## config.mk

```make
export PLATFORM = sky130hd
export DESIGN_NAME = ifetch_ctrl
export DESIGN_NICKNAME = d
export VERILOG_FILES = /design/src/rtl/ifetch_pkg.sv /design/src/rtl/ifetch_timer.sv /design/src/rtl/ifetch_ctrl.sv
export SDC_FILE = /design/constraint.sdc
export NUM_CORES = 1
export LEC_CHECK = 0
export CAP_MARGIN = 0
export CORE_AREA = 3 3 121 123
export DETAILED_ROUTE_END_ITERATION = 8
export DIE_AREA = 0 0 124 126
export PLACE_DENSITY_LB_ADDON = 0.15
export SYNTH_ARGS = -nofsm -noshare
export SYNTH_HDL_FRONTEND = slang
export SYNTH_SLANG_ARGS = --single-unit
```

## constraint.sdc

```tcl
create_clock -name clock -period 4.8 [get_ports clock]
set_clock_uncertainty 0.2 [all_clocks]
set_input_delay 0.96 -clock clock [delete_from_list [all_inputs] [get_ports clock]]
set_output_delay 0.96 -clock clock [all_outputs]
set_load 0.1 [all_outputs]
```

## src/rtl/ifetch_pkg.sv

```systemverilog
// Shared types and constants for the instruction fetch controller.
// State encoding, fault codes and the NOP filler instruction.
package ifetch_pkg;

  typedef enum logic [1:0] {
    S_IDLE = 2'd0,
    S_REQ  = 2'd1,
    S_WAIT = 2'd2,
    S_DROP = 2'd3
  } state_e;

  localparam logic [1:0] FLT_NONE  = 2'b00;
  localparam logic [1:0] FLT_MISAL = 2'b01;
  localparam logic [1:0] FLT_RANGE = 2'b10;
  localparam logic [1:0] FLT_TMO   = 2'b11;

  localparam logic [31:0] NOP = 32'h0000_0013;

endpackage

```

## src/rtl/ifetch_timer.sv

```systemverilog
// Response timer: counts enabled cycles, flags the TIMEOUT-th one.
// Cleared whenever no response is pending.
module ifetch_timer #(
  parameter int TIMEOUT = 16
) (
  input  logic clock,
  input  logic reset,
  input  logic clear,
  input  logic enable,
  output logic expire
);

  localparam logic [7:0] LAST = 8'(TIMEOUT - 1);

  logic [7:0] count_q, count_d;

  always_comb begin
    count_d = count_q;
    if (clear) begin
      count_d = '0;
    end else if (enable) begin
      count_d = count_q + 8'd1;
    end
  end

  always_ff @(posedge clock or posedge reset) begin
    if (reset) begin
      count_q <= '0;
    end else begin
      count_q <= count_d;
    end
  end

  assign expire = enable && (count_q == LAST);

endmodule

```

## src/rtl/ifetch_ctrl.sv

```systemverilog
// Instruction fetch controller: one outstanding imem request,
// fault reporting, flush handling and response timeout.
module ifetch_ctrl #(
  parameter int ADDR_W  = 14,
  parameter int TIMEOUT = 16
) (
  input  logic              clock,
  input  logic              reset,
  input  logic [31:0]       pc,
  input  logic              pc_valid,
  input  logic              flush,
  output logic              stall,
  output logic              imem_req,
  output logic [ADDR_W-1:0] imem_addr,
  input  logic              imem_gnt,
  input  logic              imem_rvalid,
  input  logic [31:0]       imem_rdata,
  output logic [31:0]       instr,
  output logic [31:0]       instr_pc,
  output logic              instr_valid,
  input  logic              instr_ready,
  output logic [1:0]        fault
);

  import ifetch_pkg::*;

  state_e              state_q, state_d;
  logic [ADDR_W-1:0]   addr_q, addr_d;
  logic [31:0]         pc_q, pc_d;
  logic [31:0]         instr_q, instr_d;
  logic [31:0]         ipc_q, ipc_d;
  logic                ivalid_q, ivalid_d;
  logic [1:0]          fault_q, fault_d;
  logic                kill_q, kill_d;

  logic fetch_ready, accept, misal, range_err;
  logic pending, expire;

  assign fetch_ready = (state_q == S_IDLE) &&
                       (!ivalid_q || instr_ready) && !flush;
  assign accept    = pc_valid && fetch_ready;
  assign misal     = |pc[1:0];
  assign range_err = |pc[31:ADDR_W+2];
  assign pending   = (state_q == S_WAIT) || (state_q == S_DROP);

  ifetch_timer #(.TIMEOUT(TIMEOUT)) u_timer (
    .clock  (clock),
    .reset  (reset),
    .clear  (!pending),
    .enable (pending),
    .expire (expire)
  );

  always_comb begin
    state_d  = state_q;
    addr_d   = addr_q;
    pc_d     = pc_q;
    instr_d  = instr_q;
    ipc_d    = ipc_q;
    ivalid_d = ivalid_q;
    fault_d  = fault_q;
    kill_d   = kill_q;

    if (flush || (ivalid_q && instr_ready)) begin
      ivalid_d = 1'b0;
    end
    if (accept) begin
      pc_d   = pc;
      addr_d = pc[ADDR_W+1:2];
    end

    unique case (state_q)
      S_IDLE: begin
        if (accept) begin
          if (misal || range_err) begin
            ivalid_d = 1'b1;
            instr_d  = NOP;
            ipc_d    = pc;
            fault_d  = misal ? FLT_MISAL : FLT_RANGE;
          end else begin
            state_d = S_REQ;
            kill_d  = 1'b0;
          end
        end
      end
      S_REQ: begin
        // A flush cannot retract the request; remember it until granted.
        if (flush) kill_d = 1'b1;
        if (imem_gnt) state_d = (kill_q || flush) ? S_DROP : S_WAIT;
      end
      S_WAIT: begin
        if (flush) begin
          state_d = (imem_rvalid || expire) ? S_IDLE : S_DROP;
        end else if (imem_rvalid) begin
          state_d  = S_IDLE;
          ivalid_d = 1'b1;
          instr_d  = imem_rdata;
          ipc_d    = pc_q;
          fault_d  = FLT_NONE;
        end else if (expire) begin
          state_d  = S_IDLE;
          ivalid_d = 1'b1;
          instr_d  = NOP;
          ipc_d    = pc_q;
          fault_d  = FLT_TMO;
        end
      end
      S_DROP: begin
        if (imem_rvalid || expire) state_d = S_IDLE;
      end
      default: state_d = S_IDLE;
    endcase
  end

  always_ff @(posedge clock or posedge reset) begin
    if (reset) begin
      state_q  <= S_IDLE;
      addr_q   <= '0;
      pc_q     <= '0;
      instr_q  <= '0;
      ipc_q    <= '0;
      ivalid_q <= 1'b0;
      fault_q  <= FLT_NONE;
      kill_q   <= 1'b0;
    end else begin
      state_q  <= state_d;
      addr_q   <= addr_d;
      pc_q     <= pc_d;
      instr_q  <= instr_d;
      ipc_q    <= ipc_d;
      ivalid_q <= ivalid_d;
      fault_q  <= fault_d;
      kill_q   <= kill_d;
    end
  end

  assign stall       = pc_valid && !fetch_ready;
  assign imem_req    = (state_q == S_REQ);
  assign imem_addr   = addr_q;
  assign instr       = instr_q;
  assign instr_pc    = ipc_q;
  assign instr_valid = ivalid_q;
  assign fault       = fault_q;

endmodule

```

After elaboration in Yosys (flattened, before gate mapping)
Cells that the tools add are included.

Flip-flop bits (word level): 124. Word-level logic and storage cells: 87.

Add/subtract/negate cells: 1. Equal/unequal tests: 13. Multiplexer cells: 41. Reductions and logical operators: 23.

Operator list (count): $mux W32 (10); $pmux W32 S2 (2); $mux W2 (14); $reduce_or A16 Y1 (1); $mux W1 (10); $reduce_and A5 Y1 (2); $add A8 B1 Y8 const B (1); $eq A8 B4 Y1 const B (1); $mux W8 (1); $ne A2 B2 Y1 const B (4); $pmux W2 S4 (1); $logic_and A1 B1 Y1 (6); $logic_or A1 B1 Y1 (6); $ne A2 B1 Y1 const B (3); $eq A2 B2 Y1 const B (2); $ne A4 B4 Y1 const B (1); $pmux W1 S2 (2); $pmux W2 S2 (1); $reduce_and A4 Y1 (1); $reduce_bool A2 Y1 (2); $logic_not A1 Y1 (3); $ne A3 B3 Y1 const B (1); $eq A2 B1 Y1 const B (1); $logic_not A2 Y1 (1); $reduce_or A2 Y1 (1).

Longest topological paths before layout
Gate-level depths: netlist of run 1.

Word-level depth: 7. Gate-level depth with buffers: 9. Depth with buffers taken out: 6.

Modules after synthesis
A second synthesis of run 1 with hierarchy kept.

Cell total of the unflattened synthesis: 419. Area, all modules: 4887.2 um^2.

By module, submodules not included: ifetch_ctrl (times used 1, cells each 378, area each 4465.5 um^2, sequential area each 2552.4 um^2); ifetch_timer (times used 1, cells each 41, area each 421.7 um^2, sequential area each 200.2 um^2).

Worst setup path after synthesis of run 1
OpenSTA, ideal clock, no wires.

Kind: input to output. From: in instr_ready. To: out stall. Arrival time: 3333 ps. Setup slack: 307 ps. Stages: 2. Path buffers: 0. Path through: nand2b_1 a21boi_0.

Longest elaborated chain between the ends: 5.

Ends and longest elaborated chain: from (decl) (RTL line ifetch_ctrl.sv:21) `input logic instr_ready,`; $logic_or A1 B1 Y1 (RTL line ifetch_ctrl.sv:40) `(!ivalid_q || instr_ready) && !flush;`; $logic_and A1 B1 Y1 (RTL line ifetch_ctrl.sv:39) `assign fetch_ready = (state_q == S_IDLE) &&`; $logic_and A1 B1 Y1 (RTL line ifetch_ctrl.sv:40); $logic_not A1 Y1 (RTL line ifetch_ctrl.sv:137) `assign stall = pc_valid && !fetch_ready;`; $logic_and A1 B1 Y1 (RTL line ifetch_ctrl.sv:137); to (decl) (RTL line ifetch_ctrl.sv:12) `output logic stall,`.

No other way between the ends.

Final worst setup path of run 1
From: reg state_q[1]. To: out imem_req.

Longest elaborated chain between the ends: 1.

Ends and longest elaborated chain: from (decl) (RTL line ifetch_ctrl.sv:27) `state_e state_q, state_d;`; from (signal assigned) (RTL line ifetch_ctrl.sv:126) `state_q <= state_d;`; $eq A2 B1 Y1 (RTL line ifetch_ctrl.sv:138) `assign imem_req = (state_q == S_REQ);`; to (decl) (RTL line ifetch_ctrl.sv:13) `output logic imem_req,`.

No other way between the ends.

==> results of run 1 <==
placed cells by master (no fill, tap or decap), types with 5 or more instances in the layout:
cell                              count
sky130_fd_sc_hd__dfrtp_1            110
sky130_fd_sc_hd__o21ai_1             32
sky130_fd_sc_hd__clkbuf_16            9
sky130_fd_sc_hd__buf_4                8
sky130_fd_sc_hd__and2_1               8
sky130_fd_sc_hd__a22o_1              29
sky130_fd_sc_hd__mux2i_1             32
sky130_fd_sc_hd__nand2_1            103
sky130_fd_sc_hd__clkdlybuf4s50_1    152
sky130_fd_sc_hd__nand3_1             36
sky130_fd_sc_hd__nor4_1               5
sequential cells by signal, indices dropped and copies added (netlist names):
register	flops
instr	32
instr_pc	32
pc_q	19
imem_addr	13
u_timer.count_q	8
fault	2
state_q	2
instr_valid	1
kill_q	1
stage by stage:
stage | hold WS, ps | setup WS, ps | std cells | utilization (%)
after global routing | 279 | 1040 | 757 | 47.8
after floorplan | 231 | 307 | 444 | -
after global placement | 248 | 1310 | 741 | 45.5
after detailed placement | 256 | 1250 | 741 | 45.5
after CTS | 267 | 1170 | 757 | 47.8
final | 262 | 1180 | 757 | 47.8
worst reg2reg max path, cell delays in order, from the launching register on:
cell	delay (ps)
sky130_fd_sc_hd__dfrtp_1	630
sky130_fd_sc_hd__nor2b_2	780
sky130_fd_sc_hd__nor3_1	160
sky130_fd_sc_hd__nor3_1	220
sky130_fd_sc_hd__and2_1	890
sky130_fd_sc_hd__a22o_1	300
kinds of logic after synthesis:
| logic type | synth area share (%) |
|---|---|
| AOI/OAI and AO/OA | 11.3 |
| buffers and inverters | 5.89 |
| adders and majority gates | 0.265 |
| xor gates and xnor gates | 1.11 |
| muxes | 6.80 |
| DFF | 58.4 |
| and+or+nand+nor | 16.2 |
metal layers:
metal	vias to the layer above	share of wire (%)	track usage (%)
met5	-	0	0
met4	0	2.0	5.09
met3	16	6.1	4.94
met2	108	49	26.5
met1	1834	43	21.2
li1	1768	-	-
final cells by class:
cell class | count | area [um2] | area share [%]
Sequential cell | 110 | 2750 | 41.8
Multi-Input combinational cell | 289 | 1700 | 25.8
Timing Repair Buffer | 160 | 1580 | 24.0
Clock buffer | 10 | 239 | 3.63
Tap cell | 180 | 225 | 3.42
Clock inverter | 6 | 70.1 | 1.07
Inverter | 2 | 10.0 | 0.152
worst max path at each step:
stage                                      start  slack (ps)  cells past startpoint                    end
after floorplan                      instr_ready         310                      2                  stall
after global placement               imem_rvalid        1310                      5  instr[20]$_DFFE_PP0P_
after detailed placement             imem_rvalid        1250                      5  instr[15]$_DFFE_PP0P_
after CTS                 state_q[1]$_DFFE_PP0P_        1170                      2               imem_req
after global routing      state_q[1]$_DFFE_PP0P_        1040                      2               imem_req
final                     state_q[1]$_DFFE_PP0P_        1180                      2               imem_req
==> out/metrics.csv, run 1 <==
stage;metric;value;unit
drt;viasPerCell;4.92;
setup_path;critical_path.cell_chain;nor2b_1, clkdlybuf4s50_1;
sta;final_max_slew_viol_count;0;
synthesis;synth_common_cells;sky130_fd_sc_hd__dfrtp_1, sky130_fd_sc_hd__nand2_1, sky130_fd_sc_hd__nand3_1;
setup_path;worst_setup_path_category;flip-flop to output pin;
flow_run;timing.max_cap.violations;0;
drt;route.detailed.wl_per_inst;16.7;um
drt;drc;0;
cts;cts_inserted_buffers;9;
sta;maxClockFrequency;276;MHz
cts;cts_resized;0;
floorplan;io_pins;154;
floorplan;fp.dieH;126;um
setup_path;worstPathMaxFanout;18;
drt;wl;12.7;mm
floorplan;rows;43;
floorplan;initial_core_util;34.2;%
setup_path;timing.critical_path.max_delay_family;buffers and inverters;
drt;detail_route.iter0.violations;188;
synthesis;synth_area_leader_cell;sky130_fd_sc_hd__dfrtp_1;
setup_path;reg2reg_depth;5;
sta;final_setup_vio_count;0;
grt;number_of_global_route_vias_before_repair;3731;
grt;grtUsageTotal;16.4;%
floorplan;core_region_area;0.0138;mm2
synthesis;top_reg_cell_synth;sky130_fd_sc_hd__dfrtp_1;
cells_and_area;postLayoutCellArea;0.00658;mm2
placement;numPortBuffers;153;
setup_path;critical_path_arrival;2460;ps
cts;clock_insertion_delay_worst_skew;350;ps
setup_path;critical-path-slowest-cell;sky130_fd_sc_hd__clkdlybuf4s50_1;
grt;grt_pass1_wl;19.9;mm
cts;cts_tree;yes;
setup_path;cp.required;3640;ps
synthesis;synth_largest_type_area_fraction;58.4;%
sta;worst_slew_margin_rel;26.6;%
setup_path;startpoint_type;flip-flop;
setup_path;crit_path_end_kind;output pin;
sta;finalCriticalPeriod;3620;ps
cts;post_cts_hold_buffer_count;0;
grt;antenna_violations_before_repair;0;
synthesis;synth_cell_types;36;
synthesis;post_synth.cell_area_avg;10.6;um2
setup_path;worst_path_largest_cell_delay;1200;ps
cts;cts-root-to-sink-buffers;2;
sta;grt_setup_unrepaired;false;
status;status;finished clean;
synthesis;post_synthesis_sequential_element_count;110;
cts;clkSlewWorstSetupHoldPaths;70;ps
grt;grt_overflow_total;0;
synthesis;mappedNetlistArea;0.00471;mm2
floorplan;fp.dieArea;0.0156;mm2
cts;cts_root_buf;sky130_fd_sc_hd__clkbuf_16;
synthesis;ys.warnings.count;0;
cells_and_area;antenna_cells_inserted;0;
drt;num_vias;3726;
sta;tns;0;ps
hold_path;worstHoldPathCells;1;
setup_path;r2r_slack;1560;ps
synthesis;number_of_flops_mapped_to_enable_cells_by_yosys;0;
cts;cts.sink_count;110;
cells_and_area;fill_cells;1319;
cells_and_area;nets;644;
placement;gp_congestion;0.785;
floorplan;die_width;124;um
placement;detailed_place_hpwl;8.63;mm
drt;ant_nets;0;
cts;cts_setup_buffers;0;
placement;dpl-instance-area;0.00627;mm2
setup_path;cp_num_buf_inv;1;
synthesis;postSynthNetCount;516;
synthesis;ys_top_cells_by_area;sky130_fd_sc_hd__dfrtp_1, sky130_fd_sc_hd__nand2_1, sky130_fd_sc_hd__mux2i_1;
grt;grt_start_max_net_pins;64;
hold_path;hold_path_class;flip-flop to flip-flop;
synthesis;synth_cells;444;
hold_path;holdPathEnd;u_timer.count_q[0]$_DFF_PP0_;
cells_and_area;synthToLayoutAreaGrowth;39.6;%
synthesis;yosysMostFrequentCell;sky130_fd_sc_hd__dfrtp_1;
hold_path;min_from;u_timer.count_q[0]$_DFF_PP0_;
setup_path;reg2reg_to;instr[31]$_DFFE_PP0P_;
sta;final-hold-violation-count;0;
sta;min_period_over_period;75.4;%
setup_path;timing.rr.start;state_q[1]$_DFFE_PP0P_;
synthesis;synthArstFlopShare;100;%
synthesis;synth_seq_area_share;58.4;%
cts;cts-htree-levels;3;
cells_and_area;drive_gt1_share;5.37;%
drt;first_pass_iters;4;
sta;worst_slew_pin_slew;1100;ps
Power of run 1 is left out: the tool's default activity adds up to more than one toggle a clock period on the data nets, which glitch-free logic cannot reach.
==> inputs of run 2 (changes only) <==
Clock period 4.8 ns to 3.7 ns, I/O delays scaled along.
==> run 2 against run 1 <==
Sequential share of layout area decreased by 0.23 points. Critical path depth rose by 4. Die area unchanged. Global-route usage increased by 0.67 points. Worst hold slack better by 8.6 ps. Sequential cell count unchanged. Clock-buffer cell count is 2 higher. First-iteration DRC count is 24% higher. Worst setup slack got worse by 410 ps. Final area rose by 0.55%. Non-clock buffer count rose by 4.
==> out/metrics.csv, run 2 (same netlist as run 1, synthesis figures left out) <==
stage;metric;value;unit
status;status;finished clean;
drt;wl;12.8;mm
cts;clkSlewWorstSetupHoldPaths;70;ps
placement;gp_congestion;0.776;
drt;ant_nets;0;
drt;drc;0;
sta;final_max_slew_viol_count;0;
floorplan;fp.dieH;126;um
placement;detailed_place_hpwl;8.88;mm
drt;num_vias;3730;
floorplan;core_region_area;0.0138;mm2
setup_path;worst_setup_path_category;primary input to flip-flop;
flow_run;timing.max_cap.violations;0;
sta;worst_slew_margin_rel;24.0;%
grt;grtUsageTotal;17.1;%
drt;viasPerCell;4.90;
grt;antenna_violations_before_repair;0;
cells_and_area;nets;648;
setup_path;cp.required;3780;ps
sta;worst_slew_pin_slew;1140;ps
cells_and_area;synthToLayoutAreaGrowth;40.3;%
sta;postLayoutSetupSlackWorst;769;ps
cts;clock_insertion_delay_worst_skew;350;ps
cells_and_area;drive_gt1_share;8.95;%
drt;detail_route.iter0.violations;233;
cells_and_area;antenna_cells_inserted;0;
cts;post_cts_hold_buffer_count;0;
grt;grt_start_max_net_pins;57;
drt;first_pass_iters;4;
sta;min_period_over_period;79.2;%
cts;cts_tree;yes;
cts;cts_root_buf;sky130_fd_sc_hd__clkbuf_16;
drt;route.detailed.wl_per_inst;16.9;um
cts;cts_setup_buffers;0;
setup_path;startpoint_type;primary input;
placement;setup_ws_pre_cts;399;ps
sta;finalCriticalPeriod;2930;ps
floorplan;initial_core_util;34.2;%
sta;final_setup_vio_count;0;
cells_and_area;fill_cells;1317;
sta;grt_setup_unrepaired;false;
grt;grt_overflow_total;0;
grt;number_of_global_route_vias_before_repair;3841;
setup_path;critical_path_arrival;3010;ps
floorplan;die_width;124;um
cts;cts-root-to-sink-buffers;2;
cells_and_area;mostFrequentLayoutCell;sky130_fd_sc_hd__clkdlybuf4s50_1;
setup_path;worstPathMaxFanout;29;
cts;cts_resized;0;
cts;cts-htree-levels;3;
cts;cts_inserted_buffers;9;
cts;cts.sink_count;110;
placement;numPortBuffers;153;
cells_and_area;layout.cells.most_common_list;sky130_fd_sc_hd__clkdlybuf4s50_1, sky130_fd_sc_hd__dfrtp_1, sky130_fd_sc_hd__nand2_1;
floorplan;rows;43;
floorplan;io_pins;154;
setup_path;crit_path_end_kind;flip-flop;
sta;final-hold-violation-count;0;
hold_path;hold_path_class;flip-flop to flip-flop;
grt;grt_pass1_wl;20.7;mm
floorplan;fp.dieArea;0.0156;mm2
sta;maxClockFrequency;341;MHz
sta;hold_slack;271;ps
sta;tns;0;ps
==> run 2: routing by layer <==
layer	global-route usage, %	routed length (um)	up-vias
met1	22.8	5580	1847
met5	0	0	-
li1	-	-	1781
met3	4.63	659	8
met2	28.0	6520	94
met4	3.67	93	0
==> run 2: layout make-up <==
cell class | instances | area [um2] | share of cell area [%]
Clock buffer | 12 | 267 | 4.03
Sequential cell | 110 | 2750 | 41.6
Clock inverter | 4 | 52.6 | 0.795
Timing Repair Buffer | 164 | 1610 | 24.3
Multi-Input combinational cell | 289 | 1700 | 25.7
Inverter | 2 | 11.3 | 0.170
Tap cell | 180 | 225 | 3.41
==> run 2: path summary, 6_finish.rpt <==
check / depth (start not counted) / slack, ps / start / end
worst min-delay path: 1 / 270 / u_timer.count_q[0]$_DFF_PP0_ / u_timer.count_q[0]$_DFF_PP0_
max in group asynchronous: 3 / 1890 / reset / u_timer.count_q[4]$_DFF_PP0_
worst max register to register: 6 / 900 / u_timer.count_q[0]$_DFF_PP0_ / instr[28]$_DFFE_PP0P_
worst min register to register: 1 / 270 / u_timer.count_q[0]$_DFF_PP0_ / u_timer.count_q[0]$_DFF_PP0_
min in group asynchronous: 2 / 650 / reset / instr[20]$_DFFE_PP0P_
worst max-delay path: 6 / 770 / instr_ready / instr[28]$_DFFE_PP0P_
==> run 2: through the flow <==
step                      cell area, um2  instances  utilization [%]
after floorplan                     4720        444                -
after global placement              6290        745             45.7
after detailed placement            6290        745             45.7
after CTS                           6610        761             48.0
after global routing                6610        761             48.0
final                               6610        761             48.0
==> run 2: critical path, cell delays in order <==
cell and delay [ps]:
sky130_fd_sc_hd__clkdlybuf4s50_1 450, sky130_fd_sc_hd__nand2b_1 170, sky130_fd_sc_hd__a31oi_1 160, sky130_fd_sc_hd__nor3_1 260
sky130_fd_sc_hd__and2_1 920, sky130_fd_sc_hd__a22o_1 280
Power of run 2 is left out for the same reason.
